===== src/rtl/tx_ordered_set_ctrl.sv =====
// ============================================================================
// Module  : tx_ordered_set_ctrl
// Brief   : 1000BASE-X style TX ordered-set sequencer (idle, /S/, data, /T/, /R/).
//           Optional macro TX_ERR_PROP_EN: TX_ER during data emits /V/.
// Revision: 1.0 - initial release
// ============================================================================
`default_nettype none

module tx_ordered_set_ctrl #(
    parameter int PKT_CNT_W = 16
) (
    input  logic                 clk,
    input  logic                 RESET,
    input  logic [7:0]           TXD,
    input  logic                 TX_EN,
    input  logic                 TX_ER,
    output logic                 tx_ready,
    output logic [7:0]           tx_octet,
    output logic                 tx_is_k,
    output logic                 tx_even,
    output logic [PKT_CNT_W-1:0] tx_pkt_cnt
);

    localparam logic [7:0] K28_5 = 8'hBC;
    localparam logic [7:0] D16_2 = 8'h50;
    localparam logic [7:0] K27_7 = 8'hFB;
    localparam logic [7:0] K29_7 = 8'hFD;
    localparam logic [7:0] K23_7 = 8'hF7;

    typedef enum logic [2:0] {
        S_IDLE_K = 3'd0,
        S_IDLE_D = 3'd1,
        S_SOP    = 3'd2,
        S_DATA   = 3'd3,
        S_EPD_R1 = 3'd4,
        S_EPD_R2 = 3'd5
    } state_t;

    state_t state;
    logic   parity_even;

`ifndef TX_ERR_PROP_EN
    logic unused_tx_er;
    assign unused_tx_er = TX_ER;
`endif

    assign tx_ready = (state == S_DATA);

    always_ff @(posedge clk) begin
        if (RESET) begin
            state       <= S_IDLE_K;
            parity_even <= 1'b1;
            tx_octet    <= D16_2;
            tx_is_k     <= 1'b0;
            tx_even     <= 1'b0;
            tx_pkt_cnt  <= '0;
        end else begin
            tx_even     <= parity_even;
            parity_even <= ~parity_even;
            case (state)
                S_IDLE_K: begin
                    tx_octet <= K28_5;
                    tx_is_k  <= 1'b1;
                    state    <= S_IDLE_D;
                end
                S_IDLE_D: begin
                    tx_octet <= D16_2;
                    tx_is_k  <= 1'b0;
                    state    <= TX_EN ? S_SOP : S_IDLE_K;
                end
                S_SOP: begin
                    tx_octet <= K27_7;
                    tx_is_k  <= 1'b1;
                    state    <= S_DATA;
                end
                S_DATA: begin
                    if (TX_EN) begin
`ifdef TX_ERR_PROP_EN
                        tx_octet <= TX_ER ? 8'hFE : TXD;
                        tx_is_k  <= TX_ER;
`else
                        tx_octet <= TXD;
                        tx_is_k  <= 1'b0;
`endif
                        state    <= S_DATA;
                    end else begin
                        tx_octet   <= K29_7;
                        tx_is_k    <= 1'b1;
                        tx_pkt_cnt <= tx_pkt_cnt + 1'b1;
                        state      <= S_EPD_R1;
                    end
                end
                S_EPD_R1: begin
                    // A second /R/ is needed only when the next K28.5 would land odd
                    tx_octet <= K23_7;
                    tx_is_k  <= 1'b1;
                    state    <= parity_even ? S_EPD_R2 : S_IDLE_K;
                end
                S_EPD_R2: begin
                    tx_octet <= K23_7;
                    tx_is_k  <= 1'b1;
                    state    <= S_IDLE_K;
                end
                default: begin
                    tx_octet <= D16_2;
                    tx_is_k  <= 1'b0;
                    state    <= S_IDLE_K;
                end
            endcase
        end
    end

endmodule

`default_nettype wire


===== config.mk =====
export PLATFORM = sky130hd
export DESIGN_NAME = tx_ordered_set_ctrl
export DESIGN_NICKNAME = d
export VERILOG_FILES = /design/src/rtl/tx_ordered_set_ctrl.sv
export SDC_FILE = /design/constraint.sdc
export NUM_CORES = 1
export LEC_CHECK = 0
export ABC_CLOCK_PERIOD_IN_PS = 3700
export CAP_MARGIN = 20
export CORE_MARGIN = 10
export CORE_UTILIZATION = 49
export DETAILED_ROUTE_END_ITERATION = 10
export MAX_ROUTING_LAYER = met4
export PLACE_DENSITY = 0.83
export SLEW_MARGIN = 20
export SYNTH_ARGS = -nofsm -noshare
export SYNTH_HDL_FRONTEND = slang
export SYNTH_SLANG_ARGS = --single-unit

===== constraint.sdc =====
create_clock -name clk -period 3.7 [get_ports clk]
set_input_delay 0.37 -clock clk [delete_from_list [all_inputs] [get_ports clk]]
set_output_delay 0.37 -clock clk [all_outputs]
set_load 0.01 [all_outputs]

# After elaboration in Yosys (flattened, before gate mapping)
# Index checks and enable logic that the tools add are counted.
# word_totals
regBits	30
input_bits	12
wordCells	26
# classes
addsub	1
eq_ne	5
mux	8
bitwise	2
n_reduce_logical	4
# op_table
cell	count
$pmux 8 s4	1
$add 16x1->16 const B	1
$pmux 3 s5	1
$mux 8	1
$eq 3x2->1 const B	2
$eq 3x3->1 const B	2
$mux 3	2
$reduce_or 4->1	1
$eq 3x1->1 const B	1
$logic_not 3->1	1
$mux 2	1
$not 1->1	2
$pmux 1 s2	1
$reduce_and 2->1	1
$reduce_or 2->1	1
$mux 1	1

# Longest topological paths before layout
# Gate-level depths: netlist of the first run.
# depth
ltp_word	3
ltp_mapped	6
ltp_nobuf	5

# Worst setup path after synthesis of the first run
# OpenSTA, ideal clock, no wires.
# synth_path
path_kind	input to register
from	input TX_EN
to	register tx_pkt_cnt[15]
setup_ps	70
arrival_time_ps	1592
setup_slack_ps	2037
path_stages	6
n_path_buf	2
path_cell_list	buf_6 nor4bb_1 buf_4 nand2_4 or4_1 a21oi_1
# synth_between
elab_chain_cells	2
# synth_lines
element	line	text
start, declared	15	input logic TX_EN,
$not 1->1 (no line)	n/a	
$reduce_and 2->1 (no line)	n/a	
end signal, assigned	89	tx_pkt_cnt <= tx_pkt_cnt + 1'b1;
end, declared	21	output logic [PKT_CNT_W-1:0] tx_pkt_cnt
# Every way passes these cells.
# A chain may end at the register's enable or synchronous reset.

# Worst setup path in the final report of the first run
# layout_path
from	register state[1]
to	output tx_ready
# layout_between
elab_chain_cells	1
# layout_lines
element	line	text
start, declared	39	state_t state;
start signal, assigned	69	state <= TX_EN ? S_SOP : S_IDLE_K;
start signal, assigned	97	state <= parity_even ? S_EPD_R2 : S_IDLE_K;
$eq 3x2->1	47	assign tx_ready = (state == S_DATA);
end, declared	17	output logic tx_ready,
# Every way passes these cells.

==> impl_metrics.tcl, run 1 <==
set metrics [dict create \
    tns_ps 0 \
    grt_usage_pct 13.16 \
    portBuffers 37 \
    via_per_inst 5.368 \
    synth_edf_count 0 \
    synth-async-reset-ratio_pct 0 \
    vias 1138 \
    first_pass_iters 4 \
    die_y_microns 70.71 \
    irDropWorstVdd_uv 332.1 \
    syn-num-nets 158 \
    r2r_end "tx_pkt_cnt[15]$_SDFFE_PP0P_" \
    start_kind "flip-flop" \
    relSlewSlack_pct 39.19 \
    grt_pass1_wl_microns 5175 \
    yosysWarnings 0 \
    nets 195 \
    criticalPathCategory "reg -> out" \
    arrival_ps 1820 \
    layout-drive-gt1-share_pct 4.945 \
    drtIter0Drc 74 \
    post-route-util_pct 67.89 \
    outcome "finished clean" \
    grt_pass1_vias 1202 \
    clock_sinks 30 \
    n_antenna_cell 0 \
    drv_cap 0 \
    hold_end "parity_even$_SDFF_PP1_" \
    p_leak_nw 0.6443 \
    cts-htree-levels 2 \
    synthTopCellsByArea "dfxtp_1, nor2_1, xor2_1, a21oi_1, nand2_1" \
    clk_latency_ps 330 \
    holdCritStartpoint "parity_even$_SDFF_PP1_" \
    synthCells 145 \
    seq_area_frac_synth_pct 47.67 \
    layout_commonest_cell "clkdlybuf4s50_1" \
    numCtsBuffers 5 \
    ys.flop_type "dfxtp_1" \
    wl_per_cell_microns 14.56 \
    ios 39 \
    cts_setup_buffers 0 \
    reg2regPathDepth 5 \
    yosysTopAreaCell "dfxtp_1" \
    syn_to_final_growth_pct 32.27 \
    synth_area_sq_mm 0.001260 \
    required_ps 3330 \
    end_kind "output port" \
    avgSynthCellArea_sq_um 8.689 \
    yosysUniqueCellTypes 34 \
    die-area_sq_mm 0.005000 \
    cts_tree "built" \
    routed_wl_microns 3086 \
    setup_slack_ps 1512 \
    setup_viol_count_final 0 \
    rsz0062_at_grt "false" \
    drv_slew 0 \
    cpPeakStageDelay_ps 570 \
    ant_nets 0 \
    cts.clk_slew.worst_paths_ps 90 \
    rrSetupSlack_ps 1650 \
    hold_buffers 0 \
    antenna_found_initial 0 \
    initial_core_util_pct 51.33 \
    hold_viol 0 \
    placement_rows 18 \
    fin_crit_sh_pct 59.13 \
    power_density_mw_per_mm2 349.6 \
    min_period_ps 2188 \
    crit_chain "nand3b_1 -> inv_1 -> clkdlybuf4s50_1" \
    fill_cells 216 \
    timing.rr.start "state[1]$_SDFF_PP0_" \
    layout_common_cells "clkdlybuf4s50_1, dfxtp_1, nor2_1, nand2_1, a21oi_1" \
    grt_max_degree 28 \
    synth.top_cell.area_share_pct 47.67 \
    place.gp.congestion 0.7522 \
    cts_buffer_depth 2 \
    coreArea_sq_mm 0.002455 \
    hpwl_microns 2316 \
    cp_slowest_cell "clkdlybuf4s50_1" \
    whs_path_depth 1 \
    drc 0 \
    worstMarginPinSlew_ps 909.4 \
    grt-ovfl-total 0 \
    die_width_microns 70.71 \
    ys_ff_latch 30 \
    dp_slack_ps 1248 \
    skew_ps 6.939 \
    worst_hold_path_type "reg -> reg" \
    cts.root.buffer_cell "clkbuf_4" \
    cts-resized-gates 0 \
    max_freq_ghz 0.4571 \
    crit_path_max_fanout 11 \
]
==> power by group <==
part           total, mW  internal [mW]  switching (mW)
logic             0.0624         0.0351          0.0273
clock network      0.177         0.0714           0.106
registers          0.343          0.334         0.00887
==> flip-flops by register name, indices dropped and copies added (netlist names) <==
name,flops
tx_even,1
state,3
tx_is_k,1
parity_even,1
tx_octet,8
tx_pkt_cnt,16
==> cells in the mapped netlist, types with 4 or more instances <==
master	number
nor2_1	19
xor2_1	7
or4_1	5
o21ai_0	7
inv_1	8
a21oi_1	12
dfxtp_1	30
nand3_1	4
nand2_1	12
o31ai_1	4
==> cells by family (layout without fill, tap and decap cells) <==
family	count (synthesis)	in the layout	share of synthesized area [%]
buffers and inverters	16	53	6.653
adder cells (fa/ha/maj)	1	1	0.9929
AND/OR/NAND/NOR	61	61	25.32
AO/OA/AOI/OAI	27	27	12.12
XOR/XNOR	8	8	5.561
multiplexers	2	2	1.688
flip-flops	30	30	47.67
==> per-stage QoR <==
step                power, mW  instances  instance area, sq um  hold WS [ps]
floorplan              0.3817        145                  1260         405.5
global placement       0.4112        205                  1622         430.8
detailed placement     0.4140        205                  1622         432.8
CTS                    0.5890        212                  1667         455.3
global route           0.6111        212                  1667         475.4
finish                 0.5826        212                  1667         453.7
==> worst max-delay path, delay by kind of cell (launching register included) <==
| kind | cells | cell delay (ps) |
|---|---|---|
| buffers and inverters | 2 | 750 |
| DFF | 1 | 530 |
| and+or+nand+nor | 1 | 210 |
==> metal layers <==
layer	GRT usage [%]	wire length (microns)	vias to the layer above	part of all wire, %
met4	9.032	87	0	2.8
li1	-	-	571	-
met2	22.35	1566	28	51
met1	11.61	1208	530	39
met5	-	0	-	0
met3	5.579	224	9	7.3
==> worst max-delay path by stage <==
stage,startpoint,to,slack (ps),depth (start not counted)
finish,state[1]$_SDFF_PP0_,tx_ready,1510,3
detailed placement,TX_EN,tx_pkt_cnt[15]$_SDFFE_PP0P_,1250,6
CTS,state[1]$_SDFF_PP0_,tx_ready,1510,3
global placement,TX_EN,tx_pkt_cnt[15]$_SDFFE_PP0P_,1350,6
global route,TX_EN,tx_pkt_cnt[15]$_SDFFE_PP0P_,1390,6
floorplan,TX_EN,tx_pkt_cnt[15]$_SDFFE_PP0P_,2040,6
==> cell type report <==
class / count / area [sq um] / area share, %
Clock buffer: 7 / 45.04 / 2.703
Tap cell: 30 / 37.54 / 2.252
Inverter: 8 / 30.03 / 1.802
Timing Repair Buffer: 38 / 377.9 / 22.67
Sequential cell: 30 / 600.6 / 36.04
Multi-Input combinational cell: 99 / 575.6 / 34.53
No activity file was read; power rests on OpenSTA's default activity.
==> inputs of run 2 (changes only) <==
- ABC_CLOCK_PERIOD_IN_PS: 3700 -> 2130
- CORE_UTILIZATION: 49 -> 45
- PLACE_DENSITY: 0.83 -> 0.78
- clock period: 3.7 -> 2.13 ns (I/O delays scaled with it)
==> impl_metrics.tcl, run 2 (synthesized netlist as in run 1, its figures left out) <==
set metrics [dict create \
    grt_pass1_wl_microns 5181 \
    drv_cap 0 \
    startpoint "state[1]$_SDFF_PP0_" \
    via_per_inst 5.286 \
    wl_per_cell_microns 13.85 \
    tns_ps 0 \
    irDropWorstVdd_uv 686.4 \
    largest_register "tx_pkt_cnt" \
    placed_area_sq_mm 0.001645 \
    syn_to_final_growth_pct 36.64 \
    n_antenna_cell 0 \
    cts_buffer_depth 2 \
    antenna_found_initial 0 \
    ant_nets 0 \
    p_seq_share_pct 51.7 \
    power_density_mw_per_mm2 666.9 \
    cpPeakStageDelay_ps 560 \
    outcome "finished clean" \
    routed_wl_microns 3006 \
    reg_top3 "tx_pkt_cnt (16), tx_octet (8), state (3)" \
    cts.root.buffer_cell "clkbuf_4" \
    hpwl_microns 2253 \
    required_ps 1920 \
    initial_core_util_pct 46.49 \
    crit_path_max_fanout 9 \
    placement_rows 19 \
    rsz0062_at_grt "false" \
    cts.clk_slew.worst_paths_ps 90 \
    cts_setup_buffers 0 \
    p_switching_uw 252.9 \
    max_freq_ghz 0.5157 \
    timing.rr.start "state[2]$_SDFF_PP0_" \
    criticalPathCategory "reg -> out" \
    fin_crit_sh_pct 91.03 \
    nets 198 \
    cts-htree-levels 2 \
    cp_slowest_cell "clkdlybuf4s50_1" \
    p_sw_share_pct 22.02 \
    vias 1147 \
    holdWs_ps 429.7 \
    p_leak_nw 0.6735 \
    start_kind "flip-flop" \
    relSlewSlack_pct 73.28 \
    seq_area_sq_um 601.8 \
    fill_cells 246 \
    arrival_ps 1730 \
    drv_slew 0 \
    grt-ovfl-total 0 \
    die_width_microns 72.92 \
    portBuffers 37 \
    grt_pass1_vias 1173 \
    multiInputGateArea_sq_um 575.6 \
    final_cell_area_sq_mm 0.001722 \
    crit_chain "buf_4 -> nand3b_1 -> inv_1 -> clkdlybuf4s50_1" \
    coreArea_sq_mm 0.002710 \
    die-area_sq_mm 0.005317 \
    die_y_microns 72.92 \
    end_kind "output port" \
    setup_viol_count_final 0 \
    holdCritStartpoint "TXD[5]" \
    worstMarginPinSlew_ps 399.5 \
    largest_reg_flops 16 \
    layout_common_cells "clkdlybuf4s50_1, dfxtp_1, nor2_1, nand2_1, a21oi_1" \
    numCtsBuffers 5 \
    layout_commonest_cell "clkdlybuf4s50_1" \
    clk_latency_ps 330 \
    worst_hold_path_type "in -> reg" \
    skew_ps 8.967 \
    grt_usage_pct 12.63 \
    intPower_uw 895.3 \
    grt_max_degree 17 \
    drc 0 \
    first_pass_iters 4 \
    drtIter0Drc 71 \
    place.gp.congestion 0.7626 \
    clkPwrFrac_pct 38.1 \
    p_total_mw 1.148 \
    hold_viol 0 \
    layout-drive-gt1-share_pct 7.527 \
    ios 39 \
    p_comb_share_pct 10.1 \
    min_period_ps 1939 \
    clock_sinks 30 \
    cts_tree "built" \
]
## run 2: cell count changes in the layout (fill, tap and decap cells not counted)
| cell | delta |
|---|---|
| buf_4 | +3 |
| bufinv_16 | +1 |
| dfxtp_1 | -1 |
| dfxtp_2 | +1 |
## run 2: final timing paths
check	cells after the start	to	slack (ps)
setup / recovery	4	tx_ready	190
hold / removal	3	tx_octet[5]$_SDFF_PP0_	430
setup reg to reg	5	tx_pkt_cnt[15]$_SDFFE_PP0P_	360
hold reg to reg	1	parity_even$_SDFF_PP1_	470
## run 2: worst max-delay path, delay by kind of cell, from the launching register on
family        cells  cell delay (ps)
simple gates      1              140
flops             1              360
buf+inv           3              890
## run 2: routing by layer
metal / vias up / share of wire (%) / track usage [%]
met5: - / 0 / -
met2: 27 / 52 / 20.91
met1: 534 / 41 / 12.70
met3: 5 / 5.5 / 5.442
li1: 581 / - / -
met4: 0 / 1.5 / 5.485
## run 2: layout make-up
cell class	instances	share of cell area, %
clock inverters	1	1.744
repair buffers	41	23.26
flip-flops and latches	30	34.96
well taps	31	2.253
clock buffers	7	2.616
multi-input cells	99	33.43
inverters	8	1.744
## run 2: power by group through the flow
stage / Sequential, mW / Combinational [mW] / Clock, mW
after global placement: 0.605 / 0.115 / 0
final: 0.594 / 0.116 / 0.438
after CTS: 0.594 / 0.118 / 0.450
after global routing: 0.597 / 0.128 / 0.482
after floorplan: 0.608 / 0.0551 / 0
after detailed placement: 0.606 / 0.117 / 0
## run 2: stage by stage
step | setup slack, ps | cells | utilization [%]
final | 191.0 | 217 | 63.53
after floorplan | 529.4 | 145 | -
after detailed placement | 98.66 | 209 | 60.71
after CTS | 107.7 | 217 | 63.48
after global routing | 53.80 | 217 | 63.53
after global placement | 227.2 | 209 | 60.71
## run 2: timing repair
item,4_1_cts,5_1_grt
endpoints found under the setup margin,0,1
resized for setup,0,1
hold buffers,0,0
==> inputs of run 3 (changes only) <==
- SLEW_MARGIN: 20 -> default
==> results of run 3 <==
No change in the layout: final DEF, timing and power equal those of run 2.
